### config.mk
export PLATFORM = sky130hd
export DESIGN_NAME = m2w_bridge_flat
export DESIGN_NICKNAME = d
export VERILOG_FILES = /design/src/rtl/rct_mem_pkg.sv /design/src/rtl/m2w_bridge_if.sv /design/src/rtl/m2w_timeout_cnt.sv /design/src/rtl/std_dffr.sv /design/src/rtl/m2w_bridge.sv /design/src/flat_wrapper.sv
export SDC_FILE = /design/constraint.sdc
export NUM_CORES = 1
export LEC_CHECK = 0
export ABC_CLOCK_PERIOD_IN_PS = 2300
export CAP_MARGIN = 20
export CORE_MARGIN = 8
export CORE_UTILIZATION = 30
export DETAILED_ROUTE_END_ITERATION = 10
export SLEW_MARGIN = 40
export SYNTH_ARGS = -nofsm -noshare
export SYNTH_HDL_FRONTEND = slang
export SYNTH_SLANG_ARGS = --single-unit
### constraint.sdc
create_clock -name clk_i -period 2.3 [get_ports clk_i]
set_clock_uncertainty 0.1 [all_clocks]
set_input_delay 0.345 -clock clk_i [delete_from_list [all_inputs] [get_ports clk_i]]
set_output_delay 0.345 -clock clk_i [all_outputs]
set_load 0.1 [all_outputs]
### src/rtl/rct_mem_pkg.sv
// Shared mem_if request/response layout, command/response codes and
// the m2w_bridge FSM state encodings.
package rct_mem_pkg;

  localparam int RCT_MEM_DATA_W = 32;
  localparam int CMD_W  = 3;
  localparam int TID_W  = 16;
  localparam int MASK_W = 4;
  localparam int REQ_W  = 87;
  localparam int RESP_W = 51;

  localparam logic [CMD_W-1:0] CMD_READ  = 3'd0;
  localparam logic [CMD_W-1:0] CMD_WRITE = 3'd1;

  localparam logic [CMD_W-1:0] RSP_RD  = 3'd0;
  localparam logic [CMD_W-1:0] RSP_WR  = 3'd1;
  localparam logic [CMD_W-1:0] RSP_ERR = 3'd7;

  localparam logic [1:0] ST_IDLE = 2'b00;
  localparam logic [1:0] ST_BUS  = 2'b01;
  localparam logic [1:0] ST_RESP = 2'b10;

  // Field order gives the bit offsets: cmd at the top, wdata at [31:0].
  typedef struct packed {
    logic [CMD_W-1:0]          cmd;
    logic [TID_W-1:0]          tid;
    logic [RCT_MEM_DATA_W-1:0] addr;
    logic [MASK_W-1:0]         mask;
    logic [RCT_MEM_DATA_W-1:0] wdata;
  } mem_req_t;

  typedef struct packed {
    logic [CMD_W-1:0]          code;
    logic [TID_W-1:0]          tid;
    logic [RCT_MEM_DATA_W-1:0] rdata;
  } mem_resp_t;

  function automatic logic cmd_is_bus(input logic [CMD_W-1:0] c);
    return (c == CMD_READ) || (c == CMD_WRITE);
  endfunction

endpackage

### src/rtl/m2w_bridge_if.sv
// mem_if request/response plus Wishbone master signals of m2w_bridge.
// master = bridge side, slave = NoC port and Wishbone peripheral side.
interface m2w_bridge_if
  import rct_mem_pkg::*;
#(
  parameter int BUS_WIDTH = 32,
  parameter int BUS_MASK  = 4
);
  logic                 mem_if_req_valid;
  logic                 mem_if_req_ready;
  logic [REQ_W-1:0]     mem_if_req;
  logic                 mem_if_resp_valid;
  logic                 mem_if_resp_ready;
  logic [RESP_W-1:0]    mem_if_resp;
  logic                 wb_cyc_o;
  logic                 wb_stb_o;
  logic                 wb_we_o;
  logic [BUS_WIDTH-1:0] wb_addr_o;
  logic [BUS_WIDTH-1:0] wb_data_o;
  logic [BUS_MASK-1:0]  wb_sel_o;
  logic                 wb_ack_i;
  logic                 wb_err_i;
  logic [BUS_WIDTH-1:0] wb_data_i;

  modport master (
    input  mem_if_req_valid, mem_if_req,
    output mem_if_req_ready,
    output mem_if_resp_valid, mem_if_resp,
    input  mem_if_resp_ready,
    output wb_cyc_o, wb_stb_o, wb_we_o,
    output wb_addr_o, wb_data_o, wb_sel_o,
    input  wb_ack_i, wb_err_i, wb_data_i
  );

  modport slave (
    output mem_if_req_valid, mem_if_req,
    input  mem_if_req_ready,
    input  mem_if_resp_valid, mem_if_resp,
    output mem_if_resp_ready,
    input  wb_cyc_o, wb_stb_o, wb_we_o,
    input  wb_addr_o, wb_data_o, wb_sel_o,
    output wb_ack_i, wb_err_i, wb_data_i
  );

endinterface

### src/rtl/m2w_timeout_cnt.sv
// Wishbone wait-state counter; only compiled when M2W_TIMEOUT_EN is defined.
`ifdef M2W_TIMEOUT_EN
module m2w_timeout_cnt #(
  parameter int W     = 8,
  parameter int LIMIT = 255
) (
  input  logic clk_i,
  input  logic rstn_i,
  input  logic clr_i,
  input  logic inc_i,
  output logic expired_o
);

  logic [W-1:0] cnt_d, cnt_q;

  assign expired_o = (cnt_q == W'(LIMIT));

  always_comb begin
    cnt_d = cnt_q;
    if (clr_i)                   cnt_d = '0;
    else if (inc_i && !expired_o) cnt_d = cnt_q + 1'b1;
  end

  std_dffr #(.W(W)) u_cnt (
    .clk_i  (clk_i),
    .rstn_i (rstn_i),
    .d_i    (cnt_d),
    .q_o    (cnt_q)
  );

endmodule
`endif

### src/rtl/std_dffr.sv
// Generic register with asynchronous active-low reset to RST.
module std_dffr #(
  parameter int         W   = 1,
  parameter logic [W-1:0] RST = '0
) (
  input  logic         clk_i,
  input  logic         rstn_i,
  input  logic [W-1:0] d_i,
  output logic [W-1:0] q_o
);

  always_ff @(posedge clk_i or negedge rstn_i) begin
    if (!rstn_i) q_o <= RST;
    else         q_o <= d_i;
  end

endmodule

### src/rtl/m2w_bridge.sv
// mem_if responder to Wishbone classic master, one transaction in flight.
// Define M2W_TIMEOUT_EN to abort Wishbone cycles after TIMEOUT_CYCLES.
module m2w_bridge
  import rct_mem_pkg::*;
#(
  parameter int BUS_WIDTH      = 32,
  parameter int BUS_MASK       = 4,
  parameter int TIMEOUT_CYCLES = 255
) (
  input logic          clk_i,
  input logic          rstn_i,
  m2w_bridge_if.master bus
);

  mem_req_t  req_in, req_d, req_q;
  mem_resp_t resp_d, resp_q;
  logic [1:0] st_d, st_q;
  logic [2:0] flg_d, flg_q;
  logic rdy_q, cyc_q, vld_q;
  logic timeout;

  assign req_in = mem_req_t'(bus.mem_if_req);

  always_comb begin
    st_d   = st_q;
    req_d  = req_q;
    resp_d = resp_q;
    unique case (1'b1)
      (st_q == ST_IDLE): begin
        if (bus.mem_if_req_valid && rdy_q) begin
          req_d = req_in;
          if (cmd_is_bus(req_in.cmd)) begin
            st_d = ST_BUS;
          end else begin
            st_d   = ST_RESP;
            resp_d = '{code: RSP_ERR, tid: req_in.tid, rdata: '0};
          end
        end
      end
      (st_q == ST_BUS): begin
        resp_d.tid = req_q.tid;
        // err beats ack; ack beats a coincident timeout
        if (bus.wb_err_i) begin
          st_d         = ST_RESP;
          resp_d.code  = RSP_ERR;
          resp_d.rdata = '0;
        end else if (bus.wb_ack_i) begin
          st_d = ST_RESP;
          if (req_q.cmd == CMD_WRITE) begin
            resp_d.code  = RSP_WR;
            resp_d.rdata = '0;
          end else begin
            resp_d.code  = RSP_RD;
            resp_d.rdata = bus.wb_data_i;
          end
        end else if (timeout) begin
          st_d         = ST_RESP;
          resp_d.code  = RSP_ERR;
          resp_d.rdata = '0;
        end
      end
      (st_q == ST_RESP): begin
        if (bus.mem_if_resp_ready) st_d = ST_IDLE;
      end
      default: st_d = ST_IDLE;
    endcase
  end

  assign flg_d = {st_d == ST_IDLE, st_d == ST_BUS, st_d == ST_RESP};
  assign {rdy_q, cyc_q, vld_q} = flg_q;

  std_dffr #(.W(2), .RST(ST_IDLE)) u_st (
    .clk_i  (clk_i),
    .rstn_i (rstn_i),
    .d_i    (st_d),
    .q_o    (st_q)
  );

  std_dffr #(.W(REQ_W)) u_req (
    .clk_i  (clk_i),
    .rstn_i (rstn_i),
    .d_i    (req_d),
    .q_o    (req_q)
  );

  std_dffr #(.W(RESP_W)) u_resp (
    .clk_i  (clk_i),
    .rstn_i (rstn_i),
    .d_i    (resp_d),
    .q_o    (resp_q)
  );

  std_dffr #(.W(3)) u_flg (
    .clk_i  (clk_i),
    .rstn_i (rstn_i),
    .d_i    (flg_d),
    .q_o    (flg_q)
  );

`ifdef M2W_TIMEOUT_EN
  localparam int TO_W = (TIMEOUT_CYCLES > 255) ? 16 : 8;

  m2w_timeout_cnt #(.W(TO_W), .LIMIT(TIMEOUT_CYCLES)) u_to (
    .clk_i     (clk_i),
    .rstn_i    (rstn_i),
    .clr_i     (st_q != ST_BUS),
    .inc_i     ((st_q == ST_BUS) && !bus.wb_ack_i && !bus.wb_err_i),
    .expired_o (timeout)
  );
`else
  logic unused_to;
  assign unused_to = (TIMEOUT_CYCLES == 0);
  assign timeout   = 1'b0;
`endif

  assign bus.mem_if_req_ready  = rdy_q;
  assign bus.mem_if_resp_valid = vld_q;
  assign bus.mem_if_resp       = resp_q;
  assign bus.wb_cyc_o          = cyc_q;
  assign bus.wb_stb_o          = cyc_q;
  assign bus.wb_we_o           = cyc_q && (req_q.cmd == CMD_WRITE);
  assign bus.wb_addr_o         = BUS_WIDTH'(req_q.addr);
  assign bus.wb_data_o         = BUS_WIDTH'(req_q.wdata);
  assign bus.wb_sel_o          = BUS_MASK'(req_q.mask);

endmodule
### src/flat_wrapper.sv
// flat-port wrapper written by rule: the top's interface ports become plain ports
module m2w_bridge_flat import rct_mem_pkg::*;
#(
  parameter int BUS_WIDTH      = 32,
  parameter int BUS_MASK       = 4,
  parameter int TIMEOUT_CYCLES = 255
)
  (clk_i, rstn_i, bus_mem_if_req_valid, bus_mem_if_req, bus_mem_if_req_ready, bus_mem_if_resp_valid, bus_mem_if_resp, bus_mem_if_resp_ready, bus_wb_cyc_o, bus_wb_stb_o, bus_wb_we_o, bus_wb_addr_o, bus_wb_data_o, bus_wb_sel_o, bus_wb_ack_i, bus_wb_err_i, bus_wb_data_i);
  m2w_bridge_if #(.BUS_WIDTH(BUS_WIDTH), .BUS_MASK(BUS_MASK)) bus_i ();
  input logic clk_i;
  input logic rstn_i;
  input wire logic [$bits(bus_i.mem_if_req_valid)-1:0] bus_mem_if_req_valid;
  input wire logic [$bits(bus_i.mem_if_req)-1:0] bus_mem_if_req;
  output wire logic [$bits(bus_i.mem_if_req_ready)-1:0] bus_mem_if_req_ready;
  output wire logic [$bits(bus_i.mem_if_resp_valid)-1:0] bus_mem_if_resp_valid;
  output wire logic [$bits(bus_i.mem_if_resp)-1:0] bus_mem_if_resp;
  input wire logic [$bits(bus_i.mem_if_resp_ready)-1:0] bus_mem_if_resp_ready;
  output wire logic [$bits(bus_i.wb_cyc_o)-1:0] bus_wb_cyc_o;
  output wire logic [$bits(bus_i.wb_stb_o)-1:0] bus_wb_stb_o;
  output wire logic [$bits(bus_i.wb_we_o)-1:0] bus_wb_we_o;
  output wire logic [$bits(bus_i.wb_addr_o)-1:0] bus_wb_addr_o;
  output wire logic [$bits(bus_i.wb_data_o)-1:0] bus_wb_data_o;
  output wire logic [$bits(bus_i.wb_sel_o)-1:0] bus_wb_sel_o;
  input wire logic [$bits(bus_i.wb_ack_i)-1:0] bus_wb_ack_i;
  input wire logic [$bits(bus_i.wb_err_i)-1:0] bus_wb_err_i;
  input wire logic [$bits(bus_i.wb_data_i)-1:0] bus_wb_data_i;
  assign bus_i.mem_if_req_valid = bus_mem_if_req_valid;
  assign bus_i.mem_if_req = bus_mem_if_req;
  assign bus_mem_if_req_ready = bus_i.mem_if_req_ready;
  assign bus_mem_if_resp_valid = bus_i.mem_if_resp_valid;
  assign bus_mem_if_resp = bus_i.mem_if_resp;
  assign bus_i.mem_if_resp_ready = bus_mem_if_resp_ready;
  assign bus_wb_cyc_o = bus_i.wb_cyc_o;
  assign bus_wb_stb_o = bus_i.wb_stb_o;
  assign bus_wb_we_o = bus_i.wb_we_o;
  assign bus_wb_addr_o = bus_i.wb_addr_o;
  assign bus_wb_data_o = bus_i.wb_data_o;
  assign bus_wb_sel_o = bus_i.wb_sel_o;
  assign bus_i.wb_ack_i = bus_wb_ack_i;
  assign bus_i.wb_err_i = bus_wb_err_i;
  assign bus_i.wb_data_i = bus_wb_data_i;
  m2w_bridge #(.BUS_WIDTH(BUS_WIDTH), .BUS_MASK(BUS_MASK), .TIMEOUT_CYCLES(TIMEOUT_CYCLES)) u_core (.clk_i(clk_i), .rstn_i(rstn_i), .bus(bus_i));
endmodule
==> key figures <==
Setup path
  – Crit end category: primary output
  – Worst R2R Path Depth: 4
  – Reg2Reg Capture Point: u_core.u_resp.q_o[27]$_DFFE_PN0P_
  – Slowest cell on the critical path: or3b_1
  – Startpoint types: flop
  – R2r startpoint: u_core.u_st.q_o[0]$_DFF_PN0_
  – Setup Crit Path Kind: reg -> out
  – WP data arrival: 1.70 ns
  – WP data required: 1.86 ns
  – R2R Setup Slk: 0.46 ns
  – Critical path capture point: bus_wb_we_o
  – Worst path cell trace: or3b_1 > buf_4 > nor2_2 > buf_12
  – Largest stage delay, worst path: 0.40 ns
  – Crit path max fanout: 12
  – CP Launch Point: u_core.u_req.q_o[85]$_DFFE_PN0P_

Die
  – Initial Util: 30.2%
  – Die area: 26,700 µm²
  – Die height: 163 µm
  – Row count: 54
  – Die X-Extent: 163 µm
  – Core area: 21,600 µm²
  – I/O pin cnt: 249

CTS
  – CTS H-tree depth: 4
  – Number of CTS-inserted buffers: 17
  – CTS tree: done
  – Worst-path clk slew: 0.07 ns
  – Clock root buffer: clkbuf_16
  – PostCTS Resize Cnt: 0
  – Worst-skew pair later-pin latency: 0.41 ns
  – Clock Tree Buf Depth: 2
  – CTS sink cnt: 142

Route
  – Antenna Violating Nets Remaining: 0
  – Max Used Layer: met4
  – Iter 0 DRT Violations: 225
  – DRC: 0
  – 1st-pass router iterations: 4
  – Detailed-routing wirelength on met1: 7660 µm
  – Number of vias per cell: 4.27
  – WL per Instance: 16.4 µm
  – Via count: 4,726
  – Final wirelength: 18,200 µm
  – Metal2 WL: 9170 µm
  – Wire length on met3: 1120 µm

Final layout
  – Share of layout cells above drive strength 1: 29.7%
  – Area growth, synth to finish: 41.6%
  – Final nets: 938

Timing
  – Max-slew headroom: 68.0%
  – Period minus WS final: 2.14 ns
  – Tcrit/Tclk final: 93.2%
  – Final Setup Violations: 0
  – Fin. Hold Viols: 0
  – Fmax: 466 MHz
  – RSZ-0062 raised after global routing: false
  – Worst-margin pin slew: 0.480 ns
  – Setup WS post-layout: 0.156 ns
  – Pins Over Slew Limit: 0
  – WHS: 0.348 ns

Synthesis
  – Yosys warning count: 0
  – Flops & latches, synth: 142
  – Post-Syn Nets: 755
  – Synth unique cells: 28
  – Cell area after synthesis: 6510 µm²
  – Post-synthesis area per instance: 10.3 µm²
  – Synthesized netlist cell count: 630
  – Part of the Yosys area used for sequential elements: 54.6%

GRT
  – Largest net degree at the start of global routing: 66
  – First-pass GRT wire length: 28,200 µm
  – GRT Overall Usage: 13.6%
  – Initial antenna violation count: 1
  – Grt ovf: 0
  – Number of global-route vias before repair: 4,936

Flow run
  – Max_cap viols: 0

Worst hold path
  – Hold Crit Class: in -> async

Place
  – Worst slack, placed: 0.103 ns
  – Final HPWL DP: 13,000 µm
  – I/O Buffers: 248
  – Gpl congestion: 0.740

Run status
  – Status: finished clean
[routing by layer]
layer / up-vias / global-route usage, %
met5: - / 0
met4: 0 / 5.25
met3: 15 / 3.91
met2: 122 / 22.7
met1: 2283 / 16.4
li1: 2306 / -
[metrics by stage]
| stage | utilization [%] | std cells | cell area [µm²] | setup TNS [ns] |
|---|---|---|---|---|
| 2_1_floorplan | - | 630 | 6510 | -0.0216 |
| 3_3_place_gp | 39.9 | 1073 | 8600 | 0 |
| 3_5_place_dp | 39.9 | 1073 | 8600 | 0 |
| 4_1_cts | 42.8 | 1106 | 9220 | 0 |
| 5_1_grt | 42.8 | 1107 | 9220 | 0 |
| 6_report | 42.8 | 1107 | 9220 | 0 |
[how the worst min path moves through the flow]
stage                             from                           endpoint  slack [ns]
floorplan                       rstn_i      u_core.u_flg.q_o[0]$_DFF_PN0_       -0.05
global placement                rstn_i  u_core.u_resp.q_o[41]$_DFFE_PN0P_        0.23
detailed placement              rstn_i  u_core.u_resp.q_o[45]$_DFFE_PN0P_        0.23
CTS                             rstn_i  u_core.u_resp.q_o[45]$_DFFE_PN0P_        0.33
global route        bus_mem_if_req[66]   u_core.u_req.q_o[66]$_DFFE_PN0P_        0.34
finish                          rstn_i  u_core.u_resp.q_o[45]$_DFFE_PN0P_        0.35
[kinds of logic after synthesis]
group / count (synthesis) / share of synthesized area [%]
DFF: 142 / 54.6
muxes: 65 / 13.0
buffers and inverters: 106 / 11.3
AOI/OAI and AO/OA: 12 / 1.50
and+or+nand+nor: 305 / 19.6
[what timing repair did]
| action | CTS | global route |
|---|---|---|
| hold buffers | 1 | 0 |
| hold endpoints to repair | 44 | 0 |
| setup buffers | 0 | 0 |
[area by class of cell]
cell class              count  area [µm²]
repair buffers            267        2440
well taps                 280         350
diodes                      1        2.50
flip-flops and latches    142        3550
multi-input cells         382        2250
inverters                   3        11.3
clock buffers              17         425
fillers                  2074       12300
clock inverters            15         175
[cell usage after synthesis, drive strengths merged]
cell type / n / share of area [%]
and2b: 1 / 0.12
clkbuf: 15 / 1.0
a211oi: 1 / 0.31
nor3b: 1 / 0.19
a21o: 2 / 0.23
and3: 32 / 3.1
a32oi: 2 / 0.27
mux2: 65 / 13
buf: 88 / 10
nand2b: 1 / 0.096
nor4b: 1 / 0.37
o211ai: 1 / 0.12
inv: 3 / 0.17
o21ai: 3 / 0.23
nand4bb: 1 / 0.17
nor4bb: 1 / 0.15
a21oi: 2 / 0.21
dfrtp: 142 / 55
nor2: 4 / 0.23
or3b: 1 / 0.13
nand2: 262 / 15
a2bb2oi: 1 / 0.13
[critical path, delay by kind of cell (launching register included)]
| kind | cells | cell delay (ns) |
|---|---|---|
| flops | 1 | 0.37 |
| buf+inv | 2 | 0.38 |
| simple gates | 2 | 0.54 |
[layout by cell type (no fill, tap or decap), types with 2 or more instances in the layout]
cell and n:
nand2_1 262, dfrtp_1 141, buf_4 132, clkdlybuf4s50_1 123, and3_1 32, mux2_2 32, mux2_4 30, clkbuf_16 17
buf_12 10, inv_6 5, nor2_1 3, o21ai_0 3, inv_1 3, mux2_1 3, clkinvlp_4 3, clkinv_4 3
a21o_1 2, a32oi_1 2, inv_8 2, bufinv_16 2
[flip-flops by register name, indices dropped and copies added, names as in the netlist]
name               flops
u_core.u_req.q_o      87
u_core.u_resp.q_o     50
u_core.u_flg.q_o       3
u_core.u_st.q_o        2
Power is left out: the tool's default activity adds up to more than one toggle a clock period on the data nets, which glitch-free logic cannot reach.
